--- config.mk ---
export PLATFORM = sky130hd
export DESIGN_NAME = ex_mem_stage_flat
export DESIGN_NICKNAME = d
export VERILOG_FILES = /design/src/rtl/ex_mem_if.sv /design/src/rtl/ex_mem_stage.sv /design/src/flat_wrapper.sv
export SDC_FILE = /design/constraint.sdc
export NUM_CORES = 1
export LEC_CHECK = 0
export CAP_MARGIN = 0
export CELL_PAD_IN_SITES_DETAIL_PLACEMENT = 0
export CELL_PAD_IN_SITES_GLOBAL_PLACEMENT = 1
export CORE_AREA = 5 5 169 171
export CTS_CLUSTER_DIAMETER = 200
export DETAILED_ROUTE_END_ITERATION = 7
export DIE_AREA = 0 0 174 176
export PLACE_DENSITY = 0.83
export SLEW_MARGIN = 20
export SYNTH_ARGS = -nofsm -noshare
export SYNTH_HDL_FRONTEND = slang
export SYNTH_SLANG_ARGS = --single-unit
export TNS_END_PERCENT = 5
--- constraint.sdc ---
create_clock -name Clk -period 1.95 [get_ports Clk]
set_input_delay 0.39 -clock Clk [delete_from_list [all_inputs] [get_ports Clk]]
set_output_delay 0.39 -clock Clk [all_outputs]
set_load 0.005 [all_outputs]
--- src/rtl/ex_mem_if.sv ---
// Bundle of EX-side inputs, data-memory port and MEM/WB outputs for ex_mem_stage.
// The master modport is the stage itself; slave is the surrounding pipeline/memory view.
interface ex_mem_if #(
  parameter int DATA_W  = 32,
  parameter int RADDR_W = 5
);
  logic               ex_valid;
  logic               ex_RegWrite;
  logic               ex_MemtoReg;
  logic               ex_Branch;
  logic               ex_MemRead;
  logic               ex_MemWrite;
  logic               ex_Zero;
  logic [DATA_W-1:0]  ex_ALUResult;
  logic [DATA_W-1:0]  ex_ALUAddResult;
  logic [DATA_W-1:0]  ex_ReadData2;
  logic [RADDR_W-1:0] ex_WriteReg;
  logic               ex_stall;

  logic               PCSrc;
  logic [DATA_W-1:0]  BranchTarget;

  logic               dmem_req;
  logic               dmem_we;
  logic [DATA_W-1:0]  dmem_addr;
  logic [DATA_W-1:0]  dmem_wdata;
  logic               dmem_gnt;
  logic               dmem_rvalid;
  logic [DATA_W-1:0]  dmem_rdata;

  logic               wb_valid;
  logic               wb_RegWrite;
  logic               wb_MemtoReg;
  logic [DATA_W-1:0]  wb_ReadData;
  logic [DATA_W-1:0]  wb_ALUResult;
  logic [RADDR_W-1:0] wb_WriteReg;
  logic               mem_fault;

  modport master (
    input  ex_valid, ex_RegWrite, ex_MemtoReg, ex_Branch, ex_MemRead, ex_MemWrite, ex_Zero,
           ex_ALUResult, ex_ALUAddResult, ex_ReadData2, ex_WriteReg,
           dmem_gnt, dmem_rvalid, dmem_rdata,
    output ex_stall, PCSrc, BranchTarget,
           dmem_req, dmem_we, dmem_addr, dmem_wdata,
           wb_valid, wb_RegWrite, wb_MemtoReg, wb_ReadData, wb_ALUResult, wb_WriteReg, mem_fault
  );

  modport slave (
    output ex_valid, ex_RegWrite, ex_MemtoReg, ex_Branch, ex_MemRead, ex_MemWrite, ex_Zero,
           ex_ALUResult, ex_ALUAddResult, ex_ReadData2, ex_WriteReg,
           dmem_gnt, dmem_rvalid, dmem_rdata,
    input  ex_stall, PCSrc, BranchTarget,
           dmem_req, dmem_we, dmem_addr, dmem_wdata,
           wb_valid, wb_RegWrite, wb_MemtoReg, wb_ReadData, wb_ALUResult, wb_WriteReg, mem_fault
  );
endinterface

--- src/rtl/ex_mem_stage.sv ---
// EX/MEM pipeline register plus MEM-stage controller driving a req/gnt/rvalid data port.
// Holds EX while a memory access is outstanding, resolves branches and loads MEM/WB on completion.
module ex_mem_stage #(
  parameter int DATA_W  = 32,
  parameter int RADDR_W = 5
) (
  input  logic     Clk,
  input  logic     Reset,
  ex_mem_if.master bus
);

  typedef enum logic [1:0] {
    S_IDLE = 2'd0,
    S_REQ  = 2'd1,
    S_WAIT = 2'd2
  } state_e;

  typedef struct packed {
    logic               valid;
    logic               reg_write;
    logic               mem_to_reg;
    logic               branch;
    logic               mem_read;
    logic               mem_write;
    logic               zero;
    logic [DATA_W-1:0]  alu_result;
    logic [DATA_W-1:0]  add_result;
    logic [DATA_W-1:0]  store_data;
    logic [RADDR_W-1:0] write_reg;
  } exmem_t;

  state_e             state_q, state_d;
  exmem_t             exmem_q, exmem_d;

  logic               mem_op;
  logic               misaligned;
  logic               is_load;
  logic               complete;
  logic               stall;
  logic               in_aligned_mem;

  logic               wb_valid_q;
  logic               wb_reg_write_q;
  logic               wb_mem_to_reg_q;
  logic               mem_fault_q;
  logic [DATA_W-1:0]  wb_read_data_q;
  logic [DATA_W-1:0]  wb_alu_result_q;
  logic [RADDR_W-1:0] wb_write_reg_q;

  always_comb begin
    // NOTE: every always_comb output is assigned a default before any branch so no latch is inferred.
    exmem_d = exmem_q;
    state_d = state_q;

    mem_op     = exmem_q.valid & (exmem_q.mem_read | exmem_q.mem_write);
    misaligned = mem_op & (exmem_q.alu_result[1:0] != 2'b00);
    // Read and write both set behaves as a load.
    is_load    = exmem_q.mem_read;

    complete = exmem_q.valid & (~mem_op | misaligned
                              | ((state_q == S_REQ)  & bus.dmem_gnt & ~is_load)
                              | ((state_q == S_WAIT) & bus.dmem_rvalid));
    stall    = exmem_q.valid & ~complete;

    in_aligned_mem = bus.ex_valid & (bus.ex_MemRead | bus.ex_MemWrite)
                   & (bus.ex_ALUResult[1:0] == 2'b00);

    if (!stall) begin
      exmem_d.valid      = bus.ex_valid;
      exmem_d.reg_write  = bus.ex_RegWrite;
      exmem_d.mem_to_reg = bus.ex_MemtoReg;
      exmem_d.branch     = bus.ex_Branch;
      exmem_d.mem_read   = bus.ex_MemRead;
      exmem_d.mem_write  = bus.ex_MemWrite;
      exmem_d.zero       = bus.ex_Zero;
      exmem_d.alu_result = bus.ex_ALUResult;
      exmem_d.add_result = bus.ex_ALUAddResult;
      exmem_d.store_data = bus.ex_ReadData2;
      exmem_d.write_reg  = bus.ex_WriteReg;
      // An aligned access goes straight to REQ so the request issues the next cycle.
      state_d = in_aligned_mem ? S_REQ : S_IDLE;
    end else begin
      unique case (state_q)
        S_IDLE:  state_d = S_REQ;
        S_REQ:   if (bus.dmem_gnt) state_d = S_WAIT;
        S_WAIT:  state_d = S_WAIT;
        default: state_d = S_IDLE;
      endcase
    end
  end

  always_ff @(posedge Clk or negedge Reset) begin
    if (!Reset) begin
      state_q         <= S_IDLE;
      exmem_q         <= '0;
      wb_valid_q      <= 1'b0;
      wb_reg_write_q  <= 1'b0;
      wb_mem_to_reg_q <= 1'b0;
      wb_read_data_q  <= '0;
      wb_alu_result_q <= '0;
      wb_write_reg_q  <= '0;
      mem_fault_q     <= 1'b0;
    end else begin
      // NOTE: sequential state uses non-blocking assignments so all flops update from pre-edge values.
      state_q     <= state_d;
      exmem_q     <= exmem_d;
      wb_valid_q  <= complete;
      mem_fault_q <= complete & misaligned;
      if (complete) begin
        wb_reg_write_q  <= exmem_q.reg_write & ~misaligned;
        wb_mem_to_reg_q <= exmem_q.mem_to_reg;
        wb_alu_result_q <= exmem_q.alu_result;
        wb_write_reg_q  <= exmem_q.write_reg;
        wb_read_data_q  <= (state_q == S_WAIT) ? bus.dmem_rdata : '0;
      end
    end
  end

  assign bus.ex_stall     = stall;
  assign bus.PCSrc        = exmem_q.valid & exmem_q.branch & exmem_q.zero & complete;
  assign bus.BranchTarget = exmem_q.add_result;

  assign bus.dmem_req     = (state_q == S_REQ);
  assign bus.dmem_we      = (state_q == S_REQ) & ~is_load;
  assign bus.dmem_addr    = exmem_q.alu_result;
  assign bus.dmem_wdata   = exmem_q.store_data;

  assign bus.wb_valid     = wb_valid_q;
  assign bus.wb_RegWrite  = wb_reg_write_q;
  assign bus.wb_MemtoReg  = wb_mem_to_reg_q;
  assign bus.wb_ReadData  = wb_read_data_q;
  assign bus.wb_ALUResult = wb_alu_result_q;
  assign bus.wb_WriteReg  = wb_write_reg_q;
  assign bus.mem_fault    = mem_fault_q;

endmodule

--- src/flat_wrapper.sv ---
// flat-port wrapper written by rule: the top's interface ports become plain ports
module ex_mem_stage_flat 
#(
  parameter int DATA_W  = 32,
  parameter int RADDR_W = 5
)
  (Clk, Reset, bus_ex_valid, bus_ex_RegWrite, bus_ex_MemtoReg, bus_ex_Branch, bus_ex_MemRead, bus_ex_MemWrite, bus_ex_Zero, bus_ex_ALUResult, bus_ex_ALUAddResult, bus_ex_ReadData2, bus_ex_WriteReg, bus_dmem_gnt, bus_dmem_rvalid, bus_dmem_rdata, bus_ex_stall, bus_PCSrc, bus_BranchTarget, bus_dmem_req, bus_dmem_we, bus_dmem_addr, bus_dmem_wdata, bus_wb_valid, bus_wb_RegWrite, bus_wb_MemtoReg, bus_wb_ReadData, bus_wb_ALUResult, bus_wb_WriteReg, bus_mem_fault);
  ex_mem_if #(.DATA_W(DATA_W), .RADDR_W(RADDR_W)) bus_i ();
  input  logic Clk;
  input  logic Reset;
  input wire logic [$bits(bus_i.ex_valid)-1:0] bus_ex_valid;
  input wire logic [$bits(bus_i.ex_RegWrite)-1:0] bus_ex_RegWrite;
  input wire logic [$bits(bus_i.ex_MemtoReg)-1:0] bus_ex_MemtoReg;
  input wire logic [$bits(bus_i.ex_Branch)-1:0] bus_ex_Branch;
  input wire logic [$bits(bus_i.ex_MemRead)-1:0] bus_ex_MemRead;
  input wire logic [$bits(bus_i.ex_MemWrite)-1:0] bus_ex_MemWrite;
  input wire logic [$bits(bus_i.ex_Zero)-1:0] bus_ex_Zero;
  input wire logic [$bits(bus_i.ex_ALUResult)-1:0] bus_ex_ALUResult;
  input wire logic [$bits(bus_i.ex_ALUAddResult)-1:0] bus_ex_ALUAddResult;
  input wire logic [$bits(bus_i.ex_ReadData2)-1:0] bus_ex_ReadData2;
  input wire logic [$bits(bus_i.ex_WriteReg)-1:0] bus_ex_WriteReg;
  input wire logic [$bits(bus_i.dmem_gnt)-1:0] bus_dmem_gnt;
  input wire logic [$bits(bus_i.dmem_rvalid)-1:0] bus_dmem_rvalid;
  input wire logic [$bits(bus_i.dmem_rdata)-1:0] bus_dmem_rdata;
  output wire logic [$bits(bus_i.ex_stall)-1:0] bus_ex_stall;
  output wire logic [$bits(bus_i.PCSrc)-1:0] bus_PCSrc;
  output wire logic [$bits(bus_i.BranchTarget)-1:0] bus_BranchTarget;
  output wire logic [$bits(bus_i.dmem_req)-1:0] bus_dmem_req;
  output wire logic [$bits(bus_i.dmem_we)-1:0] bus_dmem_we;
  output wire logic [$bits(bus_i.dmem_addr)-1:0] bus_dmem_addr;
  output wire logic [$bits(bus_i.dmem_wdata)-1:0] bus_dmem_wdata;
  output wire logic [$bits(bus_i.wb_valid)-1:0] bus_wb_valid;
  output wire logic [$bits(bus_i.wb_RegWrite)-1:0] bus_wb_RegWrite;
  output wire logic [$bits(bus_i.wb_MemtoReg)-1:0] bus_wb_MemtoReg;
  output wire logic [$bits(bus_i.wb_ReadData)-1:0] bus_wb_ReadData;
  output wire logic [$bits(bus_i.wb_ALUResult)-1:0] bus_wb_ALUResult;
  output wire logic [$bits(bus_i.wb_WriteReg)-1:0] bus_wb_WriteReg;
  output wire logic [$bits(bus_i.mem_fault)-1:0] bus_mem_fault;
  assign bus_i.ex_valid = bus_ex_valid;
  assign bus_i.ex_RegWrite = bus_ex_RegWrite;
  assign bus_i.ex_MemtoReg = bus_ex_MemtoReg;
  assign bus_i.ex_Branch = bus_ex_Branch;
  assign bus_i.ex_MemRead = bus_ex_MemRead;
  assign bus_i.ex_MemWrite = bus_ex_MemWrite;
  assign bus_i.ex_Zero = bus_ex_Zero;
  assign bus_i.ex_ALUResult = bus_ex_ALUResult;
  assign bus_i.ex_ALUAddResult = bus_ex_ALUAddResult;
  assign bus_i.ex_ReadData2 = bus_ex_ReadData2;
  assign bus_i.ex_WriteReg = bus_ex_WriteReg;
  assign bus_i.dmem_gnt = bus_dmem_gnt;
  assign bus_i.dmem_rvalid = bus_dmem_rvalid;
  assign bus_i.dmem_rdata = bus_dmem_rdata;
  assign bus_ex_stall = bus_i.ex_stall;
  assign bus_PCSrc = bus_i.PCSrc;
  assign bus_BranchTarget = bus_i.BranchTarget;
  assign bus_dmem_req = bus_i.dmem_req;
  assign bus_dmem_we = bus_i.dmem_we;
  assign bus_dmem_addr = bus_i.dmem_addr;
  assign bus_dmem_wdata = bus_i.dmem_wdata;
  assign bus_wb_valid = bus_i.wb_valid;
  assign bus_wb_RegWrite = bus_i.wb_RegWrite;
  assign bus_wb_MemtoReg = bus_i.wb_MemtoReg;
  assign bus_wb_ReadData = bus_i.wb_ReadData;
  assign bus_wb_ALUResult = bus_i.wb_ALUResult;
  assign bus_wb_WriteReg = bus_i.wb_WriteReg;
  assign bus_mem_fault = bus_i.mem_fault;
  ex_mem_stage #(.DATA_W(DATA_W), .RADDR_W(RADDR_W)) u_core (.Clk(Clk), .Reset(Reset), .bus(bus_i));
endmodule
---- After elaboration in Yosys (flattened, before gate mapping) ----
Index checks and enable logic that the tools add are counted.
operators by class
  shifts and indexed selects .............. 0
  $lt $le $gt $ge ......................... 0
  multiply operators ...................... 0
  muxes and demuxes ....................... 5
  add/subtract/negate cells ............... 0
  reductions and logical operators ........ 3
  bitwise logic cells ..................... 24
  divide/modulo/power cells ............... 0
  equal/unequal tests ..................... 3
operators with widths
  cell                                           count
  two-way mux 32 bit                             1
  AND 1 bit                                      15
  case mux 2 bit (3 select lines)                1
  OR 1 bit                                       5
  zero test 2 bit                                2
  two-way mux 2 bit                              2
  NOT 1 bit                                      4
  != test 3 bit, second input constant           1
  == test 2 x 1 -> 1 bit, second input constant  1
  == test 2 bit, second input constant           1
  nonzero test 2 bit                             1
  two-way mux 1 bit                              1
storage, ports and cells
  memory bits (writable) .................. 0
  bits in latches ......................... 0
  bits in read-only memories .............. 0
  memories ................................ 0
  bits in registers ....................... 183
  logic and storage cells ................. 54
  bits of input ports ..................... 144

---- Longest topological paths before layout ----
  word-level depth ........................ 10
  mapped depth ............................ 8

---- Worst setup path before layout ----
OpenSTA, ideal clock, no wires.
  path kind ............................... register to register
  from .................................... register u_core.state_q[0]
  to ...................................... register u_core.wb_alu_result_q[17] (netlist: u_core.bus.wb_ALUResult[17])
  path buffers ............................ 3
  data required time ...................... 1822 ps
  period minus slack after synthesis ...... 1878 ps
  slack ................................... 72 ps
  arrival time ............................ 1751 ps
  cell stages (with the launch flop) ...... 9
  cell sequence ........................... dfrtp_1 inv_1 ha_1 buf_2 a211oi_2 o22a_1 buf_4 buf_4 mux2_1
between the ends
  longest elaborated chain between the ends .. 6
  elaborated cells between the ends (all ways) .. 8
  those cells by class .................... eq/ne: 2; bitwise: 6
RTL lines
  what                     RTL line             RTL
  start, declared          ex_mem_stage.sv:32   state_e state_q, state_d;
  start signal, assigned   ex_mem_stage.sv:105  state_q <= state_d;
  == test 2 x 1 -> 1 bit   ex_mem_stage.sv:61   | ((state_q == S_REQ) & bus.dmem_gnt & ~is_load)
  AND 1 bit (2 in series)  ex_mem_stage.sv:61
  OR 1 bit                 ex_mem_stage.sv:61
  OR 1 bit *               ex_mem_stage.sv:62   | ((state_q == S_WAIT) & bus.dmem_rvalid));
  AND 1 bit *              ex_mem_stage.sv:60   complete = exmem_q.valid & (~mem_op | misaligned
  end signal, assigned     ex_mem_stage.sv:112  wb_alu_result_q <= exmem_q.alu_result;
  end, declared            ex_mem_stage.sv:47   logic [DATA_W-1:0] wb_alu_result_q;
Mark *: on every way between the ends. The rest lies on a longest branch, timed or not.
A chain may end at the register's enable or synchronous reset.

---- Final worst setup path ----
  from .................................... register u_core.state_q[1]
  to ...................................... output bus_PCSrc
between the ends
  longest elaborated chain between the ends .. 7
  elaborated cells between the ends (all ways) .. 9
  those cells by class .................... eq/ne: 2; bitwise: 7
RTL lines
  what                     RTL line             RTL
  == test 2 x 1 -> 1 bit   ex_mem_stage.sv:61
  AND 1 bit (2 in series)  ex_mem_stage.sv:61
  OR 1 bit                 ex_mem_stage.sv:61
  OR 1 bit *               ex_mem_stage.sv:62
  AND 1 bit *              ex_mem_stage.sv:60
  AND 1 bit *              ex_mem_stage.sv:120  assign bus.PCSrc = exmem_q.valid & exmem_q.branch & exmem_q.zero & complete;
  end, declared            flat_wrapper.sv:26   output wire logic [$bits(bus_i.PCSrc)-1:0] bus_PCSrc;
Marked as above.

==> summary.txt <==
========================================================================================================
Dpl ws ....................................................................................    -0.423 ns
Standard-cell rows ........................................................................           60
Via-per-instance ratio ....................................................................         4.24
Area share of fa/ha/maj cells after synthesis .............................................       0.459%
Master cell of the clock root buffer ...................................................... sky130_fd_sc_hd__clkbuf_16
Standard cell core area ...................................................................  26,700 um^2
Filler Cell Count .........................................................................        2,424
Number of placed instances with taps included .............................................        1,132
Max-Slew Margin vs Limit ..................................................................        71.2%
GRT Residual Overflow .....................................................................            0
Setup CP Type ............................................................................. flop to output port
Final Critical Period .....................................................................      2.23 ns
Type of destination of the critical path ..................................................  output port
Data required time of the worst path ......................................................      1.56 ns
Pin count of the biggest net entering global routing ......................................           78
Pre-Repair DR Iteration Count .............................................................            4
Total routing usage reported by global routing ............................................        13.4%
GR met1 Demand/Resource ...................................................................        16.3%
Worst hold slack ..........................................................................     0.390 ns
Area after detailed placement .............................................................  11,200 um^2
Via count of the first global-routing pass ................................................        5,506
First-pass GRT wire length ................................................................    32,400 um
CTS buffer count ..........................................................................           17
Area added between synthesis and finish ...................................................        46.9%
Highest Clock Rate ........................................................................    0.449 GHz
CP max FO .................................................................................            2
Setup repair after global routing missed its margin .......................................         true
Min-delay worst type ...................................................................... input port to asynchronous set/reset pin
Total Die Area ............................................................................  30,600 um^2
Count of pins on the block boundary .......................................................          317
Slew at the pin closest to its max-slew limit .............................................     0.432 ns
Post-DRT Antenna Nets .....................................................................            0
Routability-driven placement congestion ratio .............................................        0.768
NumNets Final .............................................................................          964
Global-route layer with the greatest usage ................................................         met2
CP startpoint kind ........................................................................         flop
Final clock skew ..........................................................................    0.0164 ns
Residual DRC count ........................................................................            0
Most common cell after layout, fill and taps aside ........................................ sky130_fd_sc_hd__clkdlybuf4s50_1
Status .................................................................................... complete, but fails checks
Final Cycle Share .........................................................................         114%
Area of the mapped netlist ................................................................    8180 um^2
Count of warnings emitted by yosys ........................................................            0
Post-route worst setup slack ..............................................................    -0.277 ns
Share of cells above drive strength 1 .....................................................        23.3%
Post-synthesis mux area share .............................................................        27.7%
CTS Buffer Depth ..........................................................................            2
Total routed wirelength ...................................................................    20,600 um
Dominant register cell in the synthesized netlist ......................................... sky130_fd_sc_hd__dfrtp_1
Highest-count cells in the layout ignoring fill and taps .................................. sky130_fd_sc_hd__clkdlybuf4s50_1 (311), sky130_fd_sc_hd__dfrtp_1 (183), sky130_fd_sc_hd__mux2_4 (107)
Initial core utilization ..................................................................        30.6%
Arrival @ worst endpoint ..................................................................      1.84 ns
Leading area contributor after synthesis .................................................. sky130_fd_sc_hd__dfrtp_1
Synth cell types ..........................................................................           24
Sink Count ................................................................................          183
Setup violations, final ...................................................................          139
Global-route track usage on met2 ..........................................................        23.0%
Asr flop ratio synth ......................................................................         100%
Reported max-cap violation count ..........................................................            0
Main combinational cell family by area after synthesis .................................... multiplexers
Area share of and/or/nand/nor cells after synthesis .......................................        2.17%
H-tree depth ..............................................................................            4
CTS tree ..................................................................................          yes
Leakage power total .......................................................................      5.43 nW
Synth Register Bits .......................................................................          183
Fin area ..................................................................................  12,000 um^2
Post-Syn Nets .............................................................................          716
Iteration-0 DRC Markers ...................................................................          172
Post-CTS clock slew at the launch and capture registers of the worst setup and hold paths .      0.07 ns
Number of enable flip-flop cells after synthesis ..........................................            0
Violated checks ........................................................................... setup timing
Worst skew pair latency ...................................................................      0.42 ns
Per-instance average area after synthesis .................................................    14.4 um^2
Met3 demand-to-capacity share in global routing ...........................................        4.67%
IO buf count ..............................................................................          316
Horizontal die dimension ..................................................................       174 um
Detail Placement HPWL .....................................................................    15,400 um
Via Count .................................................................................        4,967
Chip height ...............................................................................       176 um
Top area cells in the synthesized netlist ................................................. sky130_fd_sc_hd__dfrtp_1 (56%), sky130_fd_sc_hd__mux2_4 (15%), sky130_fd_sc_hd__buf_4 (9.1%)
Sequential cell area fraction in the yosys report .........................................        56.0%
Final cell count without fillers ..........................................................        1,171
Power density relative to cell area .......................................................  886 nW/um^2
Final core utilization ....................................................................        45.0%
Synth Area in Compound Gates ..............................................................       0.887%
Diodes inserted ...........................................................................            0
Antenna violations before repair ..........................................................            0
Area share of xor/xnor cells in the synthesized design ....................................           0%
Routed wire length per instance ...........................................................      17.6 um
Max-slew violations .......................................................................            0
Gate Count Post-Synth .....................................................................          569
Hold Fails Final Rpt ......................................................................            0
Fraction of synthesized cell area taken by the top area cell type .........................        56.0%
Peak supply drop ..........................................................................     0.483 mV
========================================================================================================
sequential cells by signal, summed over array words and instances (netlist names), 2 cells and up:
signal                   cells
u_core.bus.wb_WriteReg       5
u_core.bus.BranchTarget     32
u_core.bus.wb_ReadData      32
u_core.bus.dmem_addr        32
u_core.bus.dmem_wdata       32
u_core.state_q               2
u_core.exmem_q              11
u_core.bus.wb_ALUResult     32
cells in the mapped netlist, drive strengths merged (2+ instances only):
library cell	n
dfrtp	183
mux2	142
buf	116
inv	37
mux2i	35
nand2	32
clkbuf	3
ha	3
nand2b	3
a22o	2
and2	2
nor2	2
nor2b	2
o211ai	2
per-stage QoR:
step / power (mW) / TNS [ns]
2_1_floorplan: 5.62 / 0
3_3_place_gp: 6.85 / -38.62
3_5_place_dp: 6.88 / -43.19
4_1_cts: 10.8 / -14.74
5_1_grt: 11.2 / -27.09
6_report: 10.6 / -10.72
worst max-delay path: stages (launching register included):
cell and delay, ns:
sky130_fd_sc_hd__dfrtp_1 0.42, sky130_fd_sc_hd__ha_4 0.18, sky130_fd_sc_hd__a211oi_2 0.21, sky130_fd_sc_hd__buf_4 0.15, sky130_fd_sc_hd__o22a_4 0.14, sky130_fd_sc_hd__inv_2 0.04, sky130_fd_sc_hd__and3_4 0.17, sky130_fd_sc_hd__buf_6 0.11
power breakdown:
group	internal [mW]	total, mW	switching, mW
Combinational	1.62	2.40	0.777
Clock	2.22	3.75	1.54
Sequential	4.23	4.49	0.260
path summary, 6_finish.rpt:
check,from,endpoint,slack (ns),depth (start not counted)
max reg2reg,u_core.state_q[1],u_core.bus.wb_ReadData[11],-0.15,9
max,u_core.state_q[1],bus_PCSrc,-0.28,7
min in group Clk,u_core.bus.wb_ALUResult[15],u_core.bus.wb_ALUResult[15],0.49,1
max in group asynchronous,Reset,u_core.bus.dmem_addr[16],0.91,3
min reg2reg,u_core.bus.wb_ALUResult[15],u_core.bus.wb_ALUResult[15],0.49,1
min,Reset,u_core.bus.wb_WriteReg[1],0.39,2
kinds of logic (layout without fill, tap and decap cells):
logic type / after synthesis / after routing
mux: 177 / 177
simple gates: 42 / 42
compound gates: 8 / 8
flops: 183 / 183
buf+inv: 156 / 417
fa+ha+maj: 3 / 3
layer usage:
metal / vias up / wire length [um]
met5: - / 0
met3: 11 / 1260
met1: 2501 / 8640
met4: 0 / 201
met2: 172 / 10500
li1: 2283 / -
final cells by class:
class,count,area [um^2],area share [%]
Sequential cell,183,4580,38.1
Tap cell,341,427,3.55
Multi-Input combinational cell,230,2680,22.3
Clock buffer,20,447,3.72
Timing Repair Buffer,348,3550,29.6
Clock inverter,12,190,1.58
Inverter,37,139,1.16
timing repair:
item | in CTS | in global routing
gates resized for setup | 40 | 18
hold buffers | 1 | 0
buffers inserted | 4 | 2
setup endpoints to repair | 145 | 151
pin swaps | 4 | 2
hold endpoints to repair | 11 | 0
cloned | 0 | 0
(Power assumes the default switching activity.)
